## src/rtl/mmu_req_sched_pkg.sv

```systemverilog
// ---------------------------------------------------------------------------
// mmu_req_sched_pkg
//
// Shared definitions for the MMU request scheduler and its size normaliser:
//   - default widths of the request/response path (id, page index, page
//     count, FIFO pointer),
//   - page-count size-class encodings and the largest legal page count,
//   - scheduler state encoding.
// ---------------------------------------------------------------------------
package mmu_req_sched_pkg;

    // Default datapath widths shared with the FIFOs and the engine.
    localparam int REQ_ID_WIDTH        = 13;
    localparam int ALL_PAGE_IDX_WIDTH  = 15;
    localparam int REQ_SIZE_TYPE_WIDTH = 4;
    localparam int FIFO_PTR_WIDTH      = 4;

    // Size classes: a request is rounded up to 1, 2, 4 or 8 pages.
    localparam logic [1:0] SZ_1 = 2'd0;
    localparam logic [1:0] SZ_2 = 2'd1;
    localparam logic [1:0] SZ_4 = 2'd2;
    localparam logic [1:0] SZ_8 = 2'd3;

    // Largest page count a single request may ask for.
    localparam int MAX_PAGE_COUNT = 8;

    // Scheduler state machine encoding.
    typedef enum logic [1:0] {
        SCHED_IDLE  = 2'd0,
        SCHED_LOAD  = 2'd1,
        SCHED_ISSUE = 2'd2
    } sched_state_e;

endpackage : mmu_req_sched_pkg

```

## src/rtl/mmu_size_norm.sv

```systemverilog
// ---------------------------------------------------------------------------
// mmu_size_norm
//
// Combinational page-count normaliser. Maps a raw page count onto a size
// class (1/2/4/8 pages) and flags counts that cannot be served. Shared with
// the allocation engine so both sides agree on the mapping.
//
// Ports:
//   page_count  in  CNT_W  raw page count from the request
//   size_err    out 1      count was 0 or above MAX_PAGE_COUNT
//   size_class  out 2      SZ_1/SZ_2/SZ_4/SZ_8; SZ_1 whenever size_err is set
// ---------------------------------------------------------------------------
module mmu_size_norm
    import mmu_req_sched_pkg::*;
#(
    parameter int CNT_W = REQ_SIZE_TYPE_WIDTH
) (
    input  logic [CNT_W-1:0] page_count,
    output logic             size_err,
    output logic [1:0]       size_class
);

    // Zero-extend so the range compare is safe for any CNT_W.
    logic [31:0] count_ext;

    assign count_ext = 32'(page_count);

    always_comb begin
        size_err   = 1'b0;
        size_class = SZ_1;
        if ((count_ext == 32'd0) || (count_ext > 32'(MAX_PAGE_COUNT))) begin
            size_err = 1'b1;
        end else if (count_ext == 32'd1) begin
            size_class = SZ_1;
        end else if (count_ext == 32'd2) begin
            size_class = SZ_2;
        end else if (count_ext <= 32'd4) begin
            size_class = SZ_4;
        end else begin
            size_class = SZ_8;
        end
    end

endmodule : mmu_size_norm

```

## src/rtl/mmu_req_sched.sv

```systemverilog
// ---------------------------------------------------------------------------
// mmu_req_sched
//
// Request scheduler between the alloc/free request FIFOs and the MMU
// allocation engine. Round-robin arbitrates between the two queues, pops one
// request, normalises its page count and presents a single command to the
// engine over valid/ready. A grant is only made when the target response FIFO
// has room for every command already issued plus this one.
//
// Ports:
//   clk, rst_n                  clock, asynchronous active-low reset
//   sched_en                    0 blocks new grants (current command finishes)
//   alloc_fifo_empty/_req_*     alloc request FIFO status and read data
//   alloc_req_pop               alloc FIFO read enable (one cycle per grant)
//   free_fifo_empty/_req_*      free request FIFO status and read data
//   free_req_pop                free FIFO read enable (one cycle per grant)
//   *_rsp_free_count            free slots in each response FIFO
//   *_rsp_write_en              engine wrote one response to that FIFO
//   cmd_valid/cmd_ready         command handshake to the engine
//   cmd_is_free, cmd_id,
//   cmd_page_idx,
//   cmd_size_class, cmd_size_err command payload
//   sched_busy                  not idle, or commands still unanswered
// ---------------------------------------------------------------------------
module mmu_req_sched
    import mmu_req_sched_pkg::*;
#(
    parameter int ID_W  = REQ_ID_WIDTH,
    parameter int IDX_W = ALL_PAGE_IDX_WIDTH,
    parameter int CNT_W = REQ_SIZE_TYPE_WIDTH,
    parameter int PTR_W = FIFO_PTR_WIDTH
) (
    input  logic             clk,
    input  logic             rst_n,
    input  logic             sched_en,

    input  logic             alloc_fifo_empty,
    input  logic [ID_W-1:0]  alloc_req_id,
    input  logic [CNT_W-1:0] alloc_req_page_count,
    output logic             alloc_req_pop,

    input  logic             free_fifo_empty,
    input  logic [ID_W-1:0]  free_req_id,
    input  logic [IDX_W-1:0] free_req_page_idx,
    input  logic [CNT_W-1:0] free_req_page_count,
    output logic             free_req_pop,

    input  logic [PTR_W:0]   alloc_rsp_free_count,
    input  logic [PTR_W:0]   free_rsp_free_count,
    input  logic             alloc_rsp_write_en,
    input  logic             free_rsp_write_en,

    output logic             cmd_valid,
    input  logic             cmd_ready,
    output logic             cmd_is_free,
    output logic [ID_W-1:0]  cmd_id,
    output logic [IDX_W-1:0] cmd_page_idx,
    output logic [1:0]       cmd_size_class,
    output logic             cmd_size_err,

    output logic             sched_busy
);

    localparam int CW = PTR_W + 1;
    localparam logic [CW-1:0] CNT_MAX = {CW{1'b1}};

    // -----------------------------------------------------------------------
    // State
    // -----------------------------------------------------------------------
    sched_state_e     state_q,          state_d;
    logic             last_grant_q,     last_grant_d;   // 1 = free queue
    logic             gnt_free_q,       gnt_free_d;
    logic             cmd_is_free_q,    cmd_is_free_d;
    logic [ID_W-1:0]  cmd_id_q,         cmd_id_d;
    logic [IDX_W-1:0] cmd_page_idx_q,   cmd_page_idx_d;
    logic [1:0]       cmd_size_class_q, cmd_size_class_d;
    logic             cmd_size_err_q,   cmd_size_err_d;
    logic [CW-1:0]    alloc_out_q,      alloc_out_d;
    logic [CW-1:0]    free_out_q,       free_out_d;

    logic             alloc_ok;
    logic             free_ok;
    logic             grant_alloc;
    logic             grant_free;

    logic [CNT_W-1:0] sel_count;
    logic             norm_err;
    logic [1:0]       norm_class;

    // -----------------------------------------------------------------------
    // Size normalisation of whichever queue was granted. The FIFO read data
    // is valid in LOAD, one cycle after the pop.
    // -----------------------------------------------------------------------
    assign sel_count = gnt_free_q ? free_req_page_count : alloc_req_page_count;

    mmu_size_norm #(
        .CNT_W (CNT_W)
    ) u_size_norm (
        .page_count (sel_count),
        .size_err   (norm_err),
        .size_class (norm_class)
    );

    // -----------------------------------------------------------------------
    // Eligibility: a queue may be granted only while its response FIFO has
    // room beyond the commands already outstanding on it.
    // -----------------------------------------------------------------------
    assign alloc_ok = sched_en & ~alloc_fifo_empty & (alloc_out_q < alloc_rsp_free_count);
    assign free_ok  = sched_en & ~free_fifo_empty  & (free_out_q  < free_rsp_free_count);

    // Saturating up/down counter step. Simultaneous grant and response cancel;
    // a step past either end is a protocol error and is simply held.
    function automatic logic [CW-1:0] out_next(
        input logic [CW-1:0] cur,
        input logic          inc,
        input logic          dec
    );
        out_next = cur;
        if (inc && !dec && (cur != CNT_MAX)) begin
            out_next = cur + CW'(1);
        end else if (dec && !inc && (cur != '0)) begin
            out_next = cur - CW'(1);
        end
    endfunction

    // -----------------------------------------------------------------------
    // Next-state, arbitration and command capture
    // -----------------------------------------------------------------------
    always_comb begin
        state_d          = state_q;
        last_grant_d     = last_grant_q;
        gnt_free_d       = gnt_free_q;
        cmd_is_free_d    = cmd_is_free_q;
        cmd_id_d         = cmd_id_q;
        cmd_page_idx_d   = cmd_page_idx_q;
        cmd_size_class_d = cmd_size_class_q;
        cmd_size_err_d   = cmd_size_err_q;
        grant_alloc      = 1'b0;
        grant_free       = 1'b0;

        case (state_q)
            SCHED_IDLE: begin
                // On a tie, serve the queue that was not served last.
                if (alloc_ok && (!free_ok || last_grant_q)) begin
                    grant_alloc = 1'b1;
                end else if (free_ok) begin
                    grant_free = 1'b1;
                end

                if (grant_alloc || grant_free) begin
                    gnt_free_d   = grant_free;
                    last_grant_d = grant_free;
                    state_d      = SCHED_LOAD;
                end
            end

            SCHED_LOAD: begin
                cmd_is_free_d    = gnt_free_q;
                cmd_id_d         = gnt_free_q ? free_req_id : alloc_req_id;
                cmd_page_idx_d   = gnt_free_q ? free_req_page_idx : '0;
                cmd_size_class_d = norm_class;
                cmd_size_err_d   = norm_err;
                state_d          = SCHED_ISSUE;
            end

            SCHED_ISSUE: begin
                if (cmd_ready) begin
                    state_d = SCHED_IDLE;
                end
            end

            default: begin
                state_d = SCHED_IDLE;
            end
        endcase

        alloc_out_d = out_next(alloc_out_q, grant_alloc, alloc_rsp_write_en);
        free_out_d  = out_next(free_out_q,  grant_free,  free_rsp_write_en);
    end

    // -----------------------------------------------------------------------
    // Registers
    // -----------------------------------------------------------------------
    always_ff @(posedge clk or negedge rst_n) begin
        if (!rst_n) begin
            state_q          <= SCHED_IDLE;
            last_grant_q     <= 1'b1;     // first tie after reset goes to alloc
            gnt_free_q       <= 1'b0;
            cmd_is_free_q    <= 1'b0;
            cmd_id_q         <= '0;
            cmd_page_idx_q   <= '0;
            cmd_size_class_q <= '0;
            cmd_size_err_q   <= 1'b0;
            alloc_out_q      <= '0;
            free_out_q       <= '0;
        end else begin
            state_q          <= state_d;
            last_grant_q     <= last_grant_d;
            gnt_free_q       <= gnt_free_d;
            cmd_is_free_q    <= cmd_is_free_d;
            cmd_id_q         <= cmd_id_d;
            cmd_page_idx_q   <= cmd_page_idx_d;
            cmd_size_class_q <= cmd_size_class_d;
            cmd_size_err_q   <= cmd_size_err_d;
            alloc_out_q      <= alloc_out_d;
            free_out_q       <= free_out_d;
        end
    end

    // -----------------------------------------------------------------------
    // Outputs. Pops are Mealy so the FIFO sees its read enable in the grant
    // cycle and presents data in LOAD.
    // -----------------------------------------------------------------------
    assign alloc_req_pop  = grant_alloc;
    assign free_req_pop   = grant_free;

    assign cmd_valid      = (state_q == SCHED_ISSUE);
    assign cmd_is_free    = cmd_is_free_q;
    assign cmd_id         = cmd_id_q;
    assign cmd_page_idx   = cmd_page_idx_q;
    assign cmd_size_class = cmd_size_class_q;
    assign cmd_size_err   = cmd_size_err_q;

    assign sched_busy     = (state_q != SCHED_IDLE) | (|alloc_out_q) | (|free_out_q);

endmodule : mmu_req_sched

```

## config.mk

```make
export PLATFORM = sky130hd
export DESIGN_NAME = mmu_req_sched
export DESIGN_NICKNAME = d
export VERILOG_FILES = /design/src/rtl/mmu_req_sched_pkg.sv /design/src/rtl/mmu_size_norm.sv /design/src/rtl/mmu_req_sched.sv
export SDC_FILE = /design/constraint.sdc
export NUM_CORES = 1
export LEC_CHECK = 0
export CORE_AREA = 2 2 79 81
export DETAILED_ROUTE_END_ITERATION = 6
export DIE_AREA = 0 0 81 83
export PLACE_DENSITY_LB_ADDON = 0.12
export SYNTH_ARGS = -nofsm -noshare
export SYNTH_HDL_FRONTEND = slang
export SYNTH_SLANG_ARGS = --single-unit
export TNS_END_PERCENT = 30
```

## constraint.sdc

```tcl
create_clock -name clk -period 8.2 [get_ports clk]
set_input_delay 1.23 -clock clk [delete_from_list [all_inputs] [get_ports clk]]
set_output_delay 1.23 -clock clk [all_outputs]
set_load 0.02 [all_outputs]
```

==> impl_metrics.env <==
export IMPL_arrival_ns=3.64
export IMPL_holdCritStartpoint="cmd_page_idx[5]$_DFFE_PN0N_"
export IMPL_initial_core_util_pct=43.76
export IMPL_synthToLayoutAreaGrowth_pct=45.92
export IMPL_crit_path_start="free_rsp_free_count[2]"
export IMPL_synth_most_common_cell="nand2_1"
export IMPL_drt_iter0_markers=85
export IMPL_rr_startpoint="free_out_q[2]$_DFFE_PN0P_"
export IMPL_dp_cells=431
export IMPL_ys_flop_type="dfrtp_1"
export IMPL_cts_resized=0
export IMPL_reg2reg_slack_ns=4.95
export IMPL_grt_max_degree=66
export IMPL_finClkSkew_ns=0.005496
export IMPL_synth_cells=264
export IMPL_synth_nets=347
export IMPL_ios=103
export IMPL_async_reset_ff_share_pct=100.0
export IMPL_grt_pass1_vias=2002
export IMPL_syn_area_um2=2545
export IMPL_ant_nets=0
export IMPL_nFillCells=504
export IMPL_ys_warn_count=0
export IMPL_ir_worst_vdd_uv=163.0
export IMPL_avgSynthCellArea_um2=9.640
export IMPL_hold_buffers=0
export IMPL_cellPowerDensity_nw_per_um2=337.8
export IMPL_timing_fmax_ghz=0.2055
export IMPL_synth_cell_types=34
export IMPL_ys_ff_latch=46
export IMPL_routedWlPerCell_um=12.90
export IMPL_critPathRequiredTime_ns=6.97
export IMPL_path_max_fanout=6
export IMPL_critPathCaptureType="output port"
export IMPL_antenna_cells=0
export IMPL_io_buffers=102
export IMPL_clkTransAtPathRegs_ns=0.09
export IMPL_hold_violations=0
export IMPL_dr_pass1_iters=4
export IMPL_worstMarginPinSlew_ns=1.021
export IMPL_finalNonFillerCells=439
export IMPL_vias=2168
export IMPL_clockRootBuffer="clkbuf_8"
export IMPL_cts_setup_buffers=0
export IMPL_cts_buffer_depth=2
export IMPL_cts_max_level=2
export IMPL_min_path_type="register to register"
export IMPL_fp_dieW_um=81
export IMPL_cp_start_kind="primary input"
export IMPL_rsz0062_at_grt="no"
export IMPL_synth_top_area_share_pct=44.25
export IMPL_insertion_delay_ns=0.29
export IMPL_synth_edf_count=0
export IMPL_synth_common_cells="nand2_1 (54), dfrtp_1 (45), o21ai_0 (39)"
export IMPL_drc=0
export IMPL_cts_buffers=5
export IMPL_overflow=0
export IMPL_path_class="primary input to output port"
export IMPL_drv_slew=0
export IMPL_finalSetupViolCount=0
export IMPL_synth_seq_area_share_pct=45.28
export IMPL_drive_above_1_share_pct=6.593
export IMPL_relSlewSlack_pct=31.93
export IMPL_grt_pass1_wl_um=9218
export IMPL_cts_tree="built"
export IMPL_grt_antenna_before_repair=0
export IMPL_drv_cap=0
export IMPL_std_cell_rows=28
export IMPL_post_synth_top_area_cell="dfrtp_1"
export IMPL_gp_routability_congestion=0.7842
export IMPL_routed_wirelength_um=5662
export IMPL_period_share_pct=59.35
export IMPL_synth_area_leaders="dfrtp_1 (44%), nand2_1 (8.0%), o21ai_0 (7.7%)"
export IMPL_status="completed"
export IMPL_die_area_um2=6723
export IMPL_period_needed_ns=4.867
export IMPL_power_leakage_nw=1.620
export IMPL_avgViaCountPerCell=4.938
export IMPL_hpwl_um=4291
export IMPL_grt_use_total_pct=17.12
export IMPL_nets=446
export IMPL_tns_ns=0
export IMPL_die_y_um=83
export IMPL_cts_sinks=46
export IMPL_core_um2=5816
[logic make-up after synthesis]
logic type,synth area share [%]
buffers and inverters,3.392
AO/OA/AOI/OAI,16.96
flip-flops,45.28
AND/OR/NAND/NOR,12.93
XOR/XNOR,2.409
multiplexers,10.57
adder cells (fa/ha/maj),8.456
[worst paths after layout]
kind,endpoint,cells past startpoint
worst max register to register,free_out_q[4]$_DFFE_PN0P_,13
worst min register to register,cmd_page_idx[5]$_DFFE_PN0N_,2
worst min-delay path,cmd_page_idx[5]$_DFFE_PN0N_,2
max in group asynchronous,gnt_free_q$_DFFE_PN0P_,1
worst max-delay path,free_req_pop,8
min in group asynchronous,cmd_page_idx[6]$_DFFE_PN0N_,1
[flip-flops by register name, indices dropped and copies added, names as in the netlist]
register        cells
alloc_out_q         5
cmd_page_idx       15
gnt_free_q          1
last_grant_q        1
cmd_size_class      2
free_out_q          5
cmd_size_err        1
cmd_is_free         1
state_q             2
cmd_id             13
[cells in the final DEF (no fill, tap or decap), types with 4 or more instances in the layout]
cell type and count:
a31oi_1 4, mux2i_1 19, clkdlybuf4s50_1 101, nand2_1 54, a21o_1 4, a21boi_0 4
nor2_1 4, ha_1 14, dfrtp_1 45, o21ai_0 39, a21oi_1 7, clkbuf_8 5
xnor2_1 5, inv_1 12, mux2_2 7
[where the power goes]
part	internal, mW	switching [mW]	leakage (nW)	total (mW)
clock network	0.0600	0.0774	0.0441	0.137
registers	0.336	0.0903	0.575	0.426
logic	0.340	0.350	1.00	0.691
[final cells by class]
type | count | area (um^2) | share of cell area, %
multi-input combinational | 195 | 1309 | 35.24
sequential | 46 | 1152 | 31.03
timing repair buffer | 103 | 1023 | 27.56
tap | 75 | 93.84 | 2.527
clock buffer | 5 | 68.82 | 1.853
inverter | 12 | 45.04 | 1.213
clock inverter | 3 | 21.27 | 0.5728
[metal layers]
metal  global-route usage, %  routed length (um)  vias to the layer above
li1                        -                   -                     1108
met1                   23.00                2561                      985
met2                   27.95                2626                       71
met3                   4.022                 430                        4
met4                   3.698                  44                        0
met5                       0                   0                        -
[metrics by stage]
| step | power [mW] | worst slack (ns) | utilization, % | hold slack [ns] | instance area [um^2] |
|---|---|---|---|---|---|
| floorplan | 0.8613 | 4.294 | - | 0.5048 | 2545 |
| finish | 1.254 | 3.333 | 63.86 | 0.4830 | 3714 |
| global placement | 1.110 | 3.369 | 62.31 | 0.4610 | 3623 |
| detailed placement | 1.132 | 3.324 | 62.31 | 0.4702 | 3623 |
| global route | 1.369 | 3.212 | 63.86 | 0.5104 | 3714 |
| CTS | 1.275 | 3.322 | 63.86 | 0.4914 | 3714 |
[worst max-delay path, stage by stage]
cell and delay (ns):
clkdlybuf4s50_1 0.46, inv_1 0.04, ha_1 0.29, a21o_1 0.17, a31oi_1 0.18, o21ai_2 0.13
a311oi_4 0.43, clkdlybuf4s50_1 0.69
Note: power is estimated with default switching activity, not from simulation.
